## src/rtl/pe_array_seq_ctrl.sv

```systemverilog
// Sequencer for one column-chain of PE_16 processing elements.
// Per command: reads ROWS weight words (driving the chain's is_weight),
// streams num_vec activation vectors, then flags which chain-output cycles
// carry valid sums. Owns the read ports of the weight and activation buffers.
//
// Ports:
//   clk, rst                 clock, synchronous active-high reset
//   cmd_valid/cmd_ready      command handshake (ready only in IDLE)
//   cmd_simd_mode            0 = 8-bit SIMD, 1 = 16-bit; latched at accept
//   cmd_num_vec              vectors to stream; latched at accept
//   abort                    cancel running command (ignored in IDLE)
//   w_rd_en/w_rd_addr        weight-buffer read port
//   a_rd_en/a_rd_addr        activation-buffer read port
//   arr_is_weight            to chain, aligned with 1-cycle buffer read data
//   arr_simd_mode            to chain, latched mode
//   res_valid/res_idx        chain sum_out is valid / its vector index
//   busy, done               status; done pulses once on normal completion
module pe_array_seq_ctrl #(
    parameter int ROWS  = 4,
    parameter int AW    = 8,
    parameter int VEC_W = 8
) (
    input  logic             clk,
    input  logic             rst,
    input  logic             cmd_valid,
    output logic             cmd_ready,
    input  logic             cmd_simd_mode,
    input  logic [VEC_W-1:0] cmd_num_vec,
    input  logic             abort,
    output logic             w_rd_en,
    output logic [AW-1:0]    w_rd_addr,
    output logic             a_rd_en,
    output logic [AW-1:0]    a_rd_addr,
    output logic             arr_is_weight,
    output logic             arr_simd_mode,
    output logic             res_valid,
    output logic [VEC_W-1:0] res_idx,
    output logic             busy,
    output logic             done
);

    // Counter must cover weight rows, vector count and address width.
    localparam int RW  = $clog2(ROWS + 1);
    localparam int CW0 = (AW > VEC_W) ? AW : VEC_W;
    localparam int CW  = (CW0 > RW) ? CW0 : RW;

    typedef enum logic [2:0] {IDLE, LOAD_W, STREAM, DRAIN, DONE} state_t;

    state_t           state, state_nx;
    logic [CW-1:0]    cnt;
    logic             simd_q;
    logic [VEC_W-1:0] num_vec_q;

    // vld_pipe[k] holds a_rd_en from k+1 cycles ago; idx_pipe follows it.
    logic [ROWS:0]    vld_pipe;
    logic [VEC_W-1:0] idx_pipe [ROWS+1];
    logic             w_pipe;

    logic accept, kill, last_w, last_a, pending;

    assign accept  = cmd_valid & cmd_ready;
    assign kill    = abort & (state != IDLE);
    assign last_w  = (cnt == CW'(ROWS - 1));
    assign last_a  = (cnt == (CW'(num_vec_q) - CW'(1)));
    // Anything still in flight behind the entry currently at the output.
    assign pending = |vld_pipe[ROWS-1:0];

    always_comb begin
        state_nx = state;
        case (state)
            IDLE:    if (accept) state_nx = LOAD_W;
            LOAD_W:  if (last_w) state_nx = (num_vec_q == '0) ? DRAIN : STREAM;
            STREAM:  if (last_a) state_nx = DRAIN;
            DRAIN:   if (!pending) state_nx = DONE;
            DONE:    state_nx = IDLE;
            default: state_nx = IDLE;
        endcase
        if (kill) state_nx = IDLE;
    end

    always_comb begin
        cmd_ready = (state == IDLE);
        busy      = (state != IDLE);
        done      = (state == DONE);
        w_rd_en   = (state == LOAD_W);
        a_rd_en   = (state == STREAM);
        w_rd_addr = w_rd_en ? cnt[AW-1:0] : '0;
        a_rd_addr = a_rd_en ? cnt[AW-1:0] : '0;
    end

    always_ff @(posedge clk) begin
        if (rst) begin
            state     <= IDLE;
            cnt       <= '0;
            simd_q    <= 1'b0;
            num_vec_q <= '0;
            vld_pipe  <= '0;
            w_pipe    <= 1'b0;
            for (int k = 0; k <= ROWS; k++) idx_pipe[k] <= '0;
        end else begin
            state <= state_nx;
            // Counter restarts on every state change so each phase counts from 0.
            if (state_nx != state)
                cnt <= '0;
            else if (state == LOAD_W || state == STREAM)
                cnt <= cnt + CW'(1);
            if (accept) begin
                simd_q    <= cmd_simd_mode;
                num_vec_q <= cmd_num_vec;
            end
            if (kill) begin
                // Flush includes the read issued in the abort cycle itself.
                vld_pipe <= '0;
                w_pipe   <= 1'b0;
                for (int k = 0; k <= ROWS; k++) idx_pipe[k] <= '0;
            end else begin
                vld_pipe    <= {vld_pipe[ROWS-1:0], a_rd_en};
                w_pipe      <= w_rd_en;
                idx_pipe[0] <= a_rd_en ? cnt[VEC_W-1:0] : '0;
                for (int k = 1; k <= ROWS; k++) idx_pipe[k] <= idx_pipe[k-1];
            end
        end
    end

    assign arr_is_weight = w_pipe;
    assign arr_simd_mode = simd_q;
    assign res_valid     = vld_pipe[ROWS];
    assign res_idx       = res_valid ? idx_pipe[ROWS] : '0;

endmodule

```

## config.mk

```make
export PLATFORM = sky130hd
export DESIGN_NAME = pe_array_seq_ctrl
export DESIGN_NICKNAME = d
export VERILOG_FILES = /design/src/rtl/pe_array_seq_ctrl.sv
export SDC_FILE = /design/constraint.sdc
export NUM_CORES = 1
export LEC_CHECK = 0
export BUFFER_PORTS_ARGS = -buffer_cell sky130_fd_sc_hd__buf_2
export CELL_PAD_IN_SITES_DETAIL_PLACEMENT = 1
export CELL_PAD_IN_SITES_GLOBAL_PLACEMENT = 1
export CORE_UTILIZATION = 48
export CTS_CLUSTER_DIAMETER = 80
export DETAILED_ROUTE_END_ITERATION = 12
export HOLD_SLACK_MARGIN = 0.1
export PLACE_DENSITY_LB_ADDON = 0.1
export SYNTH_ARGS = -nofsm -noshare
export SYNTH_HDL_FRONTEND = slang
export SYNTH_SLANG_ARGS = --single-unit
export TNS_END_PERCENT = 20
```

## constraint.sdc

```tcl
create_clock -name clk -period 3.4 [get_ports clk]
set_input_delay 0.34 -clock clk [delete_from_list [all_inputs] [get_ports clk]]
set_output_delay 0.34 -clock clk [all_outputs]
set_load 0.05 [all_outputs]
```

Word-level counts from Yosys, hierarchy flattened
Memory sizes are Yosys's and may differ from the RTL's.
Index checks and enable logic that the tools add are counted.
{"block": "totals", "mem_count": 1, "ram_bits": 40, "ff_bits": 26, "out_inout_bits": 32, "word_cells": 63, "input_bits": 13}
{"memory": "idx_pipe", "depth": 5, "width": 8, "read_ports": 5, "rd_clocked_by_memory_dff": 0, "wr": 5, "line_no": "56", "rtl": "logic [VEC_W-1:0] idx_pipe [ROWS+1];"}
{"block": "op_classes", "n_addsub": 2, "muxes": 28, "reduce_logical": 7, "bitwise": 12, "eq_ne": 7}
{"operator": "$mux 8", "count": 13}
{"operator": "$mux 3", "count": 5}
{"operator": "$pmux 3 s4", "count": 1}
{"operator": "$or 1x1->1", "count": 10}
{"operator": "$mux 1", "count": 9}
{"operator": "$add 8x1->8 const B", "count": 1}
{"operator": "$eq 8x2->1 const B", "count": 1}
{"operator": "$eq 8x8->1", "count": 1}
{"operator": "$logic_not 8->1", "count": 1}
{"operator": "$sub 8x1->8 const B", "count": 1}
{"operator": "$eq 3x2->1 const B", "count": 2}
{"operator": "$reduce_or 2->1", "count": 2}
{"operator": "$reduce_or 4->1", "count": 1}
{"operator": "$eq 3x1->1 const B", "count": 1}
{"operator": "$eq 3x3->1 const B", "count": 1}
{"operator": "$logic_not 3->1", "count": 1}
{"operator": "$ne 3x3->1", "count": 1}
{"operator": "$reduce_bool 3->1", "count": 1}
{"operator": "$and 1x1->1", "count": 2}
{"operator": "$logic_or 1x1->1", "count": 1}

Logic depth before layout (Yosys ltp)
Gate-level depths: netlist (run 1).
{"block": "depth", "ltp_word": 7, "ltp_mapped": 10, "mapped_depth_nobuf": 8}

Worst setup path before layout (run 1)
No wires, ideal clock.
{"block": "synth_path", "kind": "reg2out", "from": "register state[0]", "to": "output port a_rd_addr[0]", "n_path_buf": 2, "path_stages_with_launch": 6, "required_ps": 3060, "slack_ps": 1111, "arrival_ps": 1949, "path_cell_list": "dfxtp_1 -> buf_2 -> nand2b_1 -> nor2_2 -> clkbuf_1 -> and2_1"}
{"block": "synth_via", "elab_chain_cells": 2}
{"element": "start, declared", "line_no": "49", "rtl": "state_t state, state_nx;"}
{"element": "start signal, assigned", "line_no": "101", "rtl": "state <= state_nx;"}
{"element": "$eq 3x2->1", "line_no": "86", "rtl": "a_rd_en = (state == STREAM);"}
{"element": "named net a_rd_en", "line_no": "32", "rtl": "output logic a_rd_en,"}
{"element": "$mux 8", "line_no": "88", "rtl": "a_rd_addr = a_rd_en ? cnt[AW-1:0] : '0;"}
{"element": "end, declared", "line_no": "33", "rtl": "output logic [AW-1:0] a_rd_addr,"}
The timed path passes the listed nets, and every way through them passes these cells.

Final worst setup path (run 1)
{"block": "layout_path", "from": "register cnt[0]", "to": "register cnt[1]"}
{"block": "layout_via", "elab_chain_cells": 6, "word_cells_on_any_way": 9}
{"element": "start, declared", "line_no": "50", "rtl": "logic [CW-1:0] cnt;"}
{"element": "start signal, assigned", "line_no": "106", "rtl": "cnt <= cnt + CW'(1);"}
{"element": "$eq 8x8->1 / $eq 8x2->1 (equally long branches)", "line_no": "64, 63"}
{"element": "$mux 3, on equally long branches", "line_no": "73, 72"}
{"element": "$pmux 3 s4", "line_no": "70", "rtl": "case (state)"}
{"element": "$mux 3", "line_no": "78", "rtl": "if (kill) state_nx = IDLE;"}
{"element": "$ne 3x3->1", "line_no": "103", "rtl": "if (state_nx != state)"}
{"element": "$reduce_or 2->1 (no line)"}
Several ways; a longest one is shown, not always the timed one.
A chain may end at the register's enable or synchronous reset.

==> results of run 1 <==
## power by group through the flow
stage | clock network (mW) | logic (mW) | registers [mW]
after floorplan | 0 | 0.118 | 0.918
after global placement | 0 | 0.147 | 0.922
after detailed placement | 0 | 0.150 | 0.924
after CTS | 0.641 | 0.154 | 0.906
after global routing | 0.678 | 0.173 | 0.910
final | 0.629 | 0.155 | 0.906
## worst max-delay path: cells and delay by family (launching register included)
family                     cells  cell delay, ns
DFF                            1            0.54
adders and majority gates      1            0.28
AOI/OAI and AO/OA              1            0.47
and+or+nand+nor                4            0.98
## sequential cells by signal, summed over array words and instances (netlist names)
signal,count
arr_is_weight,1
arr_simd_mode,1
cnt,8
idx_pipe,40
num_vec_q,8
state,3
vld_pipe,5
## cell families (layout without fill, tap and decap cells)
kind of cell | count (synthesis) | after routing | synth area share
simple gates | 140 | 140 | 0.269
flops | 66 | 66 | 0.565
compound gates | 29 | 29 | 0.0645
buf+inv | 22 | 67 | 0.0361
xor+xnor | 16 | 16 | 0.0460
mux | 3 | 3 | 0.0103
fa+ha+maj | 2 | 2 | 0.00821
other cells | 1 | 40 | 0.00123
## cells in the final DEF (no fill, tap or decap), types with 3 or more instances in the layout
cell	instances
and2_1	62
buf_2	44
edfxtp_1	40
conb_1	40
nand2_1	26
dfxtp_1	26
a21oi_1	15
nor3_1	11
and3_1	10
clkbuf_8	9
xor2_1	8
xnor2_1	8
inv_1	5
nor2_1	5
nor4_1	5
nand4_1	4
nand4b_1	3
clkinv_2	3
## worst min-delay path by stage
stage,from,end,slack [ns],cells past startpoint
after floorplan,vld_pipe[1]$_SDFF_PN0_,vld_pipe[2]$_SDFF_PN0_,0.43,1
after global placement,vld_pipe[1]$_SDFF_PN0_,vld_pipe[2]$_SDFF_PN0_,0.44,1
after detailed placement,arr_simd_mode$_SDFFE_PP0P_,arr_simd_mode$_SDFFE_PP0P_,0.45,2
after CTS,cmd_num_vec[1],num_vec_q[1]$_SDFFE_PP0P_,0.23,3
after global routing,cmd_num_vec[5],num_vec_q[5]$_SDFFE_PP0P_,0.24,3
final,cmd_num_vec[3],num_vec_q[3]$_SDFFE_PP0P_,0.24,3
## routing by layer
metal,up-vias,share of wire
met3,17,0.033
met1,1067,0.42
met5,-,0
met2,54,0.52
met4,0,0.029
li1,1085,-
## stage by stage
step                      hold slack (ns)  utilization  cells  setup slack, ns  instance area (µm²)
after detailed placement            0.446        0.570    422             1.12                 3430
after floorplan                     0.430            -    318             1.11                 3190
final                               0.240        0.601    438            0.988                 3620
after global placement              0.436        0.570    422             1.26                 3430
after CTS                           0.231        0.601    438            0.965                 3620
after global routing                0.244        0.601    438            0.879                 3620
## final cells by class
| class | instances | area (µm²) |
|---|---|---|
| well taps | 75 | 93.8 |
| clock buffers | 10 | 128 |
| repair buffers | 46 | 235 |
| multi-input cells | 230 | 1370 |
| clock inverters | 6 | 57.6 |
| fillers | 677 | 2410 |
| flip-flops and latches | 66 | 1720 |
| inverters | 5 | 18.8 |
==> metrics.cfg, run 1 <==
[run_status]
status = finished, final reports clean

[critical_path]
crit_fanout = 9
cp-end-kind = register
arrival_ns = 2.62
rrSetupSlack_ns = 0.99
startpoint_type = register
reg2reg_depth = 6
r2r-end = cnt[1]$_SDFFE_PP0P_
crit_path_end = cnt[1]$_SDFFE_PP0P_
cp_cell_sequence = ha_1 > or4b_4 > nor4_4 > nand2_1 > a41oi_2 > nor3_1
cpPeakStageDelay_ns = 0.54
path_class = reg -> reg
startpoint = cnt[0]$_SDFFE_PP0P_
worst_path_max_delay_cell = dfxtp_1
r2r_start = cnt[0]$_SDFFE_PP0P_
crit_required_ns = 3.60

[layout]
diodes = 0
nets = 373
drive_gt1_frac = 0.190
area_growth_pct = 18.8

[global_route]
grt_pass1_wl_mm = 10.6
grt_max_degree = 48
grt_util_met2 = 0.387
grt_util_met1 = 0.243
grt_pass1_vias = 2284
grt_antenna_before_repair = 0
gr-total-overflow = 0
met3_usage = 0.0411
gr-max-usage-layer = met2
grtUsageTotal = 0.218

[clock_tree]
cts_root_buf = clkbuf_8
insertion_delay_ns = 0.34
clk_pin_slew_ns = 0.07
cts_htree_levels = 3
cts_hold_repair.buffers = 0
cts_tree = yes
clkSinkCount = 66
cts_resized = 0
cts_max_path_buffers = 2
cts_buffers = 9
postCtsSetupBuffers = 0

[routing]
wl_per_cell_um = 14.6
postRouteAntennaNets = 0
viasPerCell = 5.08
drc = 0
finalWirelength_mm = 6.40
drtIter0Drc = 67
num_vias = 2223
dr.pass1.iters = 4

[pwr]
switchingPower_mw = 0.414
ir_drop_mv = 0.227
p_per_area_nw_per_um2 = 467
p_total_mw = 1.69
pwr-share-clk = 0.372
internal_power_mw = 1.28
seqPwrFrac = 0.536
p_leak_nw = 1.54
p_comb_frac = 0.092
netSwitchingFraction = 0.245

[synth]
synth.area.top_cells = edfxtp_1, dfxtp_1, and2_1, nand2_1, a21oi_1
synth_flop_cell = edfxtp_1
seq_area_frac_synth = 0.565
yosys_warnings = 0
syn_area_per_cell_um2 = 10.9
yosysUniqueCellTypes = 42
syn_inst = 279
async_flop_share = 0
synth_area_um2 = 3050
post-synth-top-count-cell = and2_1
yosys.area.top_type = edfxtp_1
synth_top_area_frac = 0.394
synth_common_cells = and2_1, edfxtp_1, dfxtp_1, nand2_1, a21oi_1
ys_ff_latch = 66
synth_edf_count = 40

[timing]
rsz0062_at_grt = false
period_share = 0.709
tightestPinTransition_ns = 0.811
maxSlewViolCount = 0
fin_skew_ns = 0.00518
relSlewSlack = 0.455
setup_tns_ns = 0
fin_crit_ns = 2.41
max_freq_mhz = 415
finalSetupViolCount = 0
hold_violations = 0

[die]
die_h_um = 81.7
core_area_um2 = 6030
initial_core_util = 0.506
die_w_um = 81.7
rows = 28
die_area_um2 = 6670
ios = 45

[run]
drv_cap = 0

[placed_design]
finalWeightedCongestion = 0.811
dpl.hpwl_mm = 4.33
port_buffers = 44

[hold_path]
hold_class = in -> reg

Power figures use the tool's default switching activity.
==> run 2, diff against run 1 <==
- CORE_UTILIZATION: 48 -> 44
- clock period: 3.4 -> 2.35 ns (I/O delays scaled with it)
==> metrics.cfg, run 2 (synthesized netlist as in run 1, its figures left out) <==
[run_status]
status = finished, final reports clean

[timing]
hold_slack_ns = 0.120
fin_crit_ns = 2.16
fin_skew_ns = 0.00734
rsz0062_at_grt = false
period_share = 0.919
setup_tns_ns = 0
max_freq_mhz = 463
setup_ws_ns = 0.190
hold_violations = 0
tightestPinTransition_ns = 0.584
finalSetupViolCount = 0
maxSlewViolCount = 0
relSlewSlack = 0.607

[global_route]
gr-total-overflow = 0
grt_max_degree = 48
grt_pass1_vias = 2154
grt_antenna_before_repair = 0
grt_pass1_wl_mm = 10.4
grtUsageTotal = 0.192

[clock_tree]
cts_max_path_buffers = 2
cts_htree_levels = 3
postCtsSetupBuffers = 0
cts_buffers = 9
clk_pin_slew_ns = 0.08
cts_tree = yes
cts_root_buf = clkbuf_8
insertion_delay_ns = 0.35
clkSinkCount = 66
cts_hold_repair.buffers = 0
cts_resized = 0

[die]
ios = 45
die_area_um2 = 7260
core_area_um2 = 6530
initial_core_util = 0.466
die_w_um = 85.2
rows = 29
die_h_um = 85.2

[critical_path]
startpoint = num_vec_q[1]$_SDFFE_PP0P_
worst_path_max_delay_cell = dfxtp_1
rrSetupSlack_ns = 0.19
crit_fanout = 8
r2r-end = cnt[4]$_SDFFE_PP0P_
arrival_ns = 2.37
crit_required_ns = 2.56
crit_top_cell = a21oi_1
path_class = reg -> reg
reg2reg_depth = 9
cpPeakStageDelay_ns = 0.41
r2r_start = num_vec_q[1]$_SDFFE_PP0P_
cp-end-kind = register
cp_cell_sequence = inv_1 > ha_1 > nor3b_2 > a21oi_1 > o2111ai_1 > a21oi_1 > nor4bb_4 > buf_4 > nor3_1
startpoint_type = register

[placed_design]
place_ws_ns = 0.170
dpl.hpwl_mm = 4.34
dp.cells = 431
finalWeightedCongestion = 0.809
port_buffers = 44
placed_area_um2 = 3490

[hold_path]
hold_end = num_vec_q[5]$_SDFFE_PP0P_
min_from = cmd_num_vec[5]
hold_class = in -> reg
min_path_cells = 3

[layout]
layout.cells.non_filler = 447
utilization = 0.572
nets = 380
largest_reg_flops = 40
stdcell_area_um2 = 3740
final_common_cell = and2_1
layout_common_cells = and2_1, buf_2, edfxtp_1, conb_1, nand2_1
reg.largest.list = idx_pipe: 40 flops, cnt: 8 flops, num_vec_q: 8 flops
diodes = 0
largest_register = idx_pipe
drive_gt1_frac = 0.219
area_growth_pct = 22.7

[routing]
drtIter0Drc = 69
dr.pass1.iters = 4
wl_per_cell_um = 14.5
postRouteAntennaNets = 0
num_vias = 2221
viasPerCell = 4.97
finalWirelength_mm = 6.47
drc = 0

[pwr]
ir_drop_mv = 0.288
p_per_area_nw_per_um2 = 705
p_leak_nw = 1.60
p_total_mw = 2.64

[run]
drv_cap = 0

==> run 2: cell type report <==
| cell class | instances | area [µm²] |
|---|---|---|
| Fill cell | 750 | 2790 |
| Sequential cell | 66 | 1720 |
| Multi-Input combinational cell | 230 | 1390 |
| Timing Repair Buffer | 53 | 288 |
| Clock buffer | 10 | 138 |
| Tap cell | 77 | 96.3 |
| Clock inverter | 6 | 90.1 |
| Inverter | 5 | 18.8 |
==> run 2: power by group <==
group	internal, mW	total [mW]	switching [mW]
Sequential	1.28	1.31	0.0270
Clock	0.628	1.09	0.461
Combinational	0.0868	0.239	0.152
==> run 2: worst max-delay path by stage <==
stage / endpoint
floorplan: a_rd_addr[0]
global placement: cnt[1]$_SDFFE_PP0P_
detailed placement: cnt[0]$_SDFFE_PP0P_
CTS: cnt[5]$_SDFFE_PP0P_
global route: cnt[0]$_SDFFE_PP0P_
finish: cnt[4]$_SDFFE_PP0P_
==> run 2: per-layer routing <==
| metal | wire (µm) | up-vias | track usage |
|---|---|---|---|
| met2 | 3290 | 50 | 0.323 |
| met1 | 2750 | 1053 | 0.225 |
| met3 | 204 | 19 | 0.0350 |
| li1 | - | 1099 | - |
| met4 | 225 | 0 | 0.125 |
| met5 | 0 | - | 0 |
==> run 2: worst max-delay path, delay by kind of cell, from the launching register on <==
kind / cells / cell delay [ns]
adders and majority gates: 1 / 0.26
DFF: 1 / 0.41
and+or+nand+nor: 3 / 0.60
buffers and inverters: 2 / 0.27
AOI/OAI and AO/OA: 3 / 0.48
==> run 3, diff against run 2 <==
- PLACE_DENSITY: not set -> 0.84
- PLACE_DENSITY_LB_ADDON: 0.1 -> not set
==> metrics.cfg, run 3 (synthesized netlist as in run 1, its figures left out) <==
[timing]
max_freq_mhz = 446
finalSetupViolCount = 0
fin_skew_ns = 0.0106
setup_tns_ns = 0
rsz0062_at_grt = false
period_share = 0.953
hold_violations = 0
fin_crit_ns = 2.24
maxSlewViolCount = 0

[placed_design]
dpl.hpwl_mm = 4.56
port_buffers = 44
dp.cells = 430
finalWeightedCongestion = 0.765
placed_area_um2 = 3480

[pwr]
netSwitchingFraction = 0.235
switchingPower_mw = 0.640
internal_power_mw = 2.08
p_leak_nw = 1.60
p_comb_frac = 0.085
pwr-share-clk = 0.433
p_total_mw = 2.72
p_per_area_nw_per_um2 = 725
seqPwrFrac = 0.482
ir_drop_mv = 0.276

[layout]
drive_gt1_frac = 0.222
multiInputGateArea_um2 = 1390
diodes = 0
area_growth_pct = 23.2
layout_common_cells = and2_1, buf_2, edfxtp_1, conb_1, nand2_1
stdcell_area_um2 = 3750
fill_cells = 745
final_common_cell = and2_1
reg.largest.list = idx_pipe: 40 flops, cnt: 8 flops, num_vec_q: 8 flops
largest_reg_flops = 40
nets = 379
largest_register = idx_pipe
layout.cells.non_filler = 446
seq_area_um2 = 1720
utilization = 0.575

[hold_path]
hold_class = in -> reg

[critical_path]
arrival_ns = 2.45
startpoint_type = register
path_class = reg -> reg
crit_required_ns = 2.56
cp-end-kind = register
crit_fanout = 9

[clock_tree]
clk_pin_slew_ns = 0.08
clkSinkCount = 66
cts_tree = yes
cts_buffers = 9
cts_hold_repair.buffers = 0
cts_htree_levels = 3
cts_max_path_buffers = 2
cts_resized = 0
postCtsSetupBuffers = 0
cts_root_buf = clkbuf_8
insertion_delay_ns = 0.34

[routing]
viasPerCell = 4.98
num_vias = 2220
postRouteAntennaNets = 0
drtIter0Drc = 85
dr.pass1.iters = 4
finalWirelength_mm = 6.47
wl_per_cell_um = 14.5
drc = 0

[run]
drv_cap = 0

[global_route]
grtUsageTotal = 0.198
grt_antenna_before_repair = 0
grt_pass1_wl_mm = 10.8
grt_max_degree = 48
gr-total-overflow = 0
grt_pass1_vias = 2302

[die]
die_area_um2 = 7260
core_area_um2 = 6530
die_h_um = 85.2
ios = 45
die_w_um = 85.2
initial_core_util = 0.466
rows = 29

[run_status]
status = finished, final reports clean

run 3: path summary, 6_finish.rpt:
kind / endpoint / slack [ns] / startpoint / depth (start not counted)
max: cnt[3]$_SDFFE_PP0P_ / 0.11 / cnt[1]$_SDFFE_PP0P_ / 6
max reg2reg: cnt[3]$_SDFFE_PP0P_ / 0.11 / cnt[1]$_SDFFE_PP0P_ / 6
min reg2reg: vld_pipe[1]$_SDFF_PN0_ / 0.48 / vld_pipe[0]$_SDFF_PN0_ / 1
min: num_vec_q[1]$_SDFFE_PP0P_ / 0.12 / cmd_num_vec[1] / 3
run 3: stage by stage:
| stage | hold slack, ns | setup WS [ns] |
|---|---|---|
| final | 0.118 | 0.110 |
| after global routing | 0.121 | 0.00255 |
| after CTS | 0.105 | 0.0111 |
| after detailed placement | 0.461 | 0.131 |
| after global placement | 0.442 | 0.242 |
| after floorplan | 0.371 | 0.166 |
run 3: cell type report:
class	instances	share of cell area
tap	77	0.0257
sequential	66	0.459
timing repair buffer	52	0.0746
inverter	5	0.00500
multi-input combinational	230	0.370
clock buffer	9	0.0330
clock inverter	7	0.0330
run 3: layer usage:
metal	wire, µm	global-route usage
met1	2850	0.237
met2	3340	0.338
met3	175	0.0496
met4	106	0.0832
met5	0	0
run 3: power by group through the flow:
stage | clock network, mW | logic (mW) | registers, mW
2_1_floorplan | 0 | 0.171 | 1.33
3_3_place_gp | 0 | 0.217 | 1.33
3_5_place_dp | 0 | 0.225 | 1.34
4_1_cts | 1.21 | 0.226 | 1.31
5_1_grt | 1.26 | 0.258 | 1.32
6_report | 1.18 | 0.232 | 1.31
run 3: worst max-delay path, stage by stage (launching register included):
cell and delay [ns]:
dfxtp_1 0.48, ha_1 0.26, or4b_4 0.49, nor4_4 0.22
nand2_1 0.11, a41oi_2 0.42, nor3_1 0.13
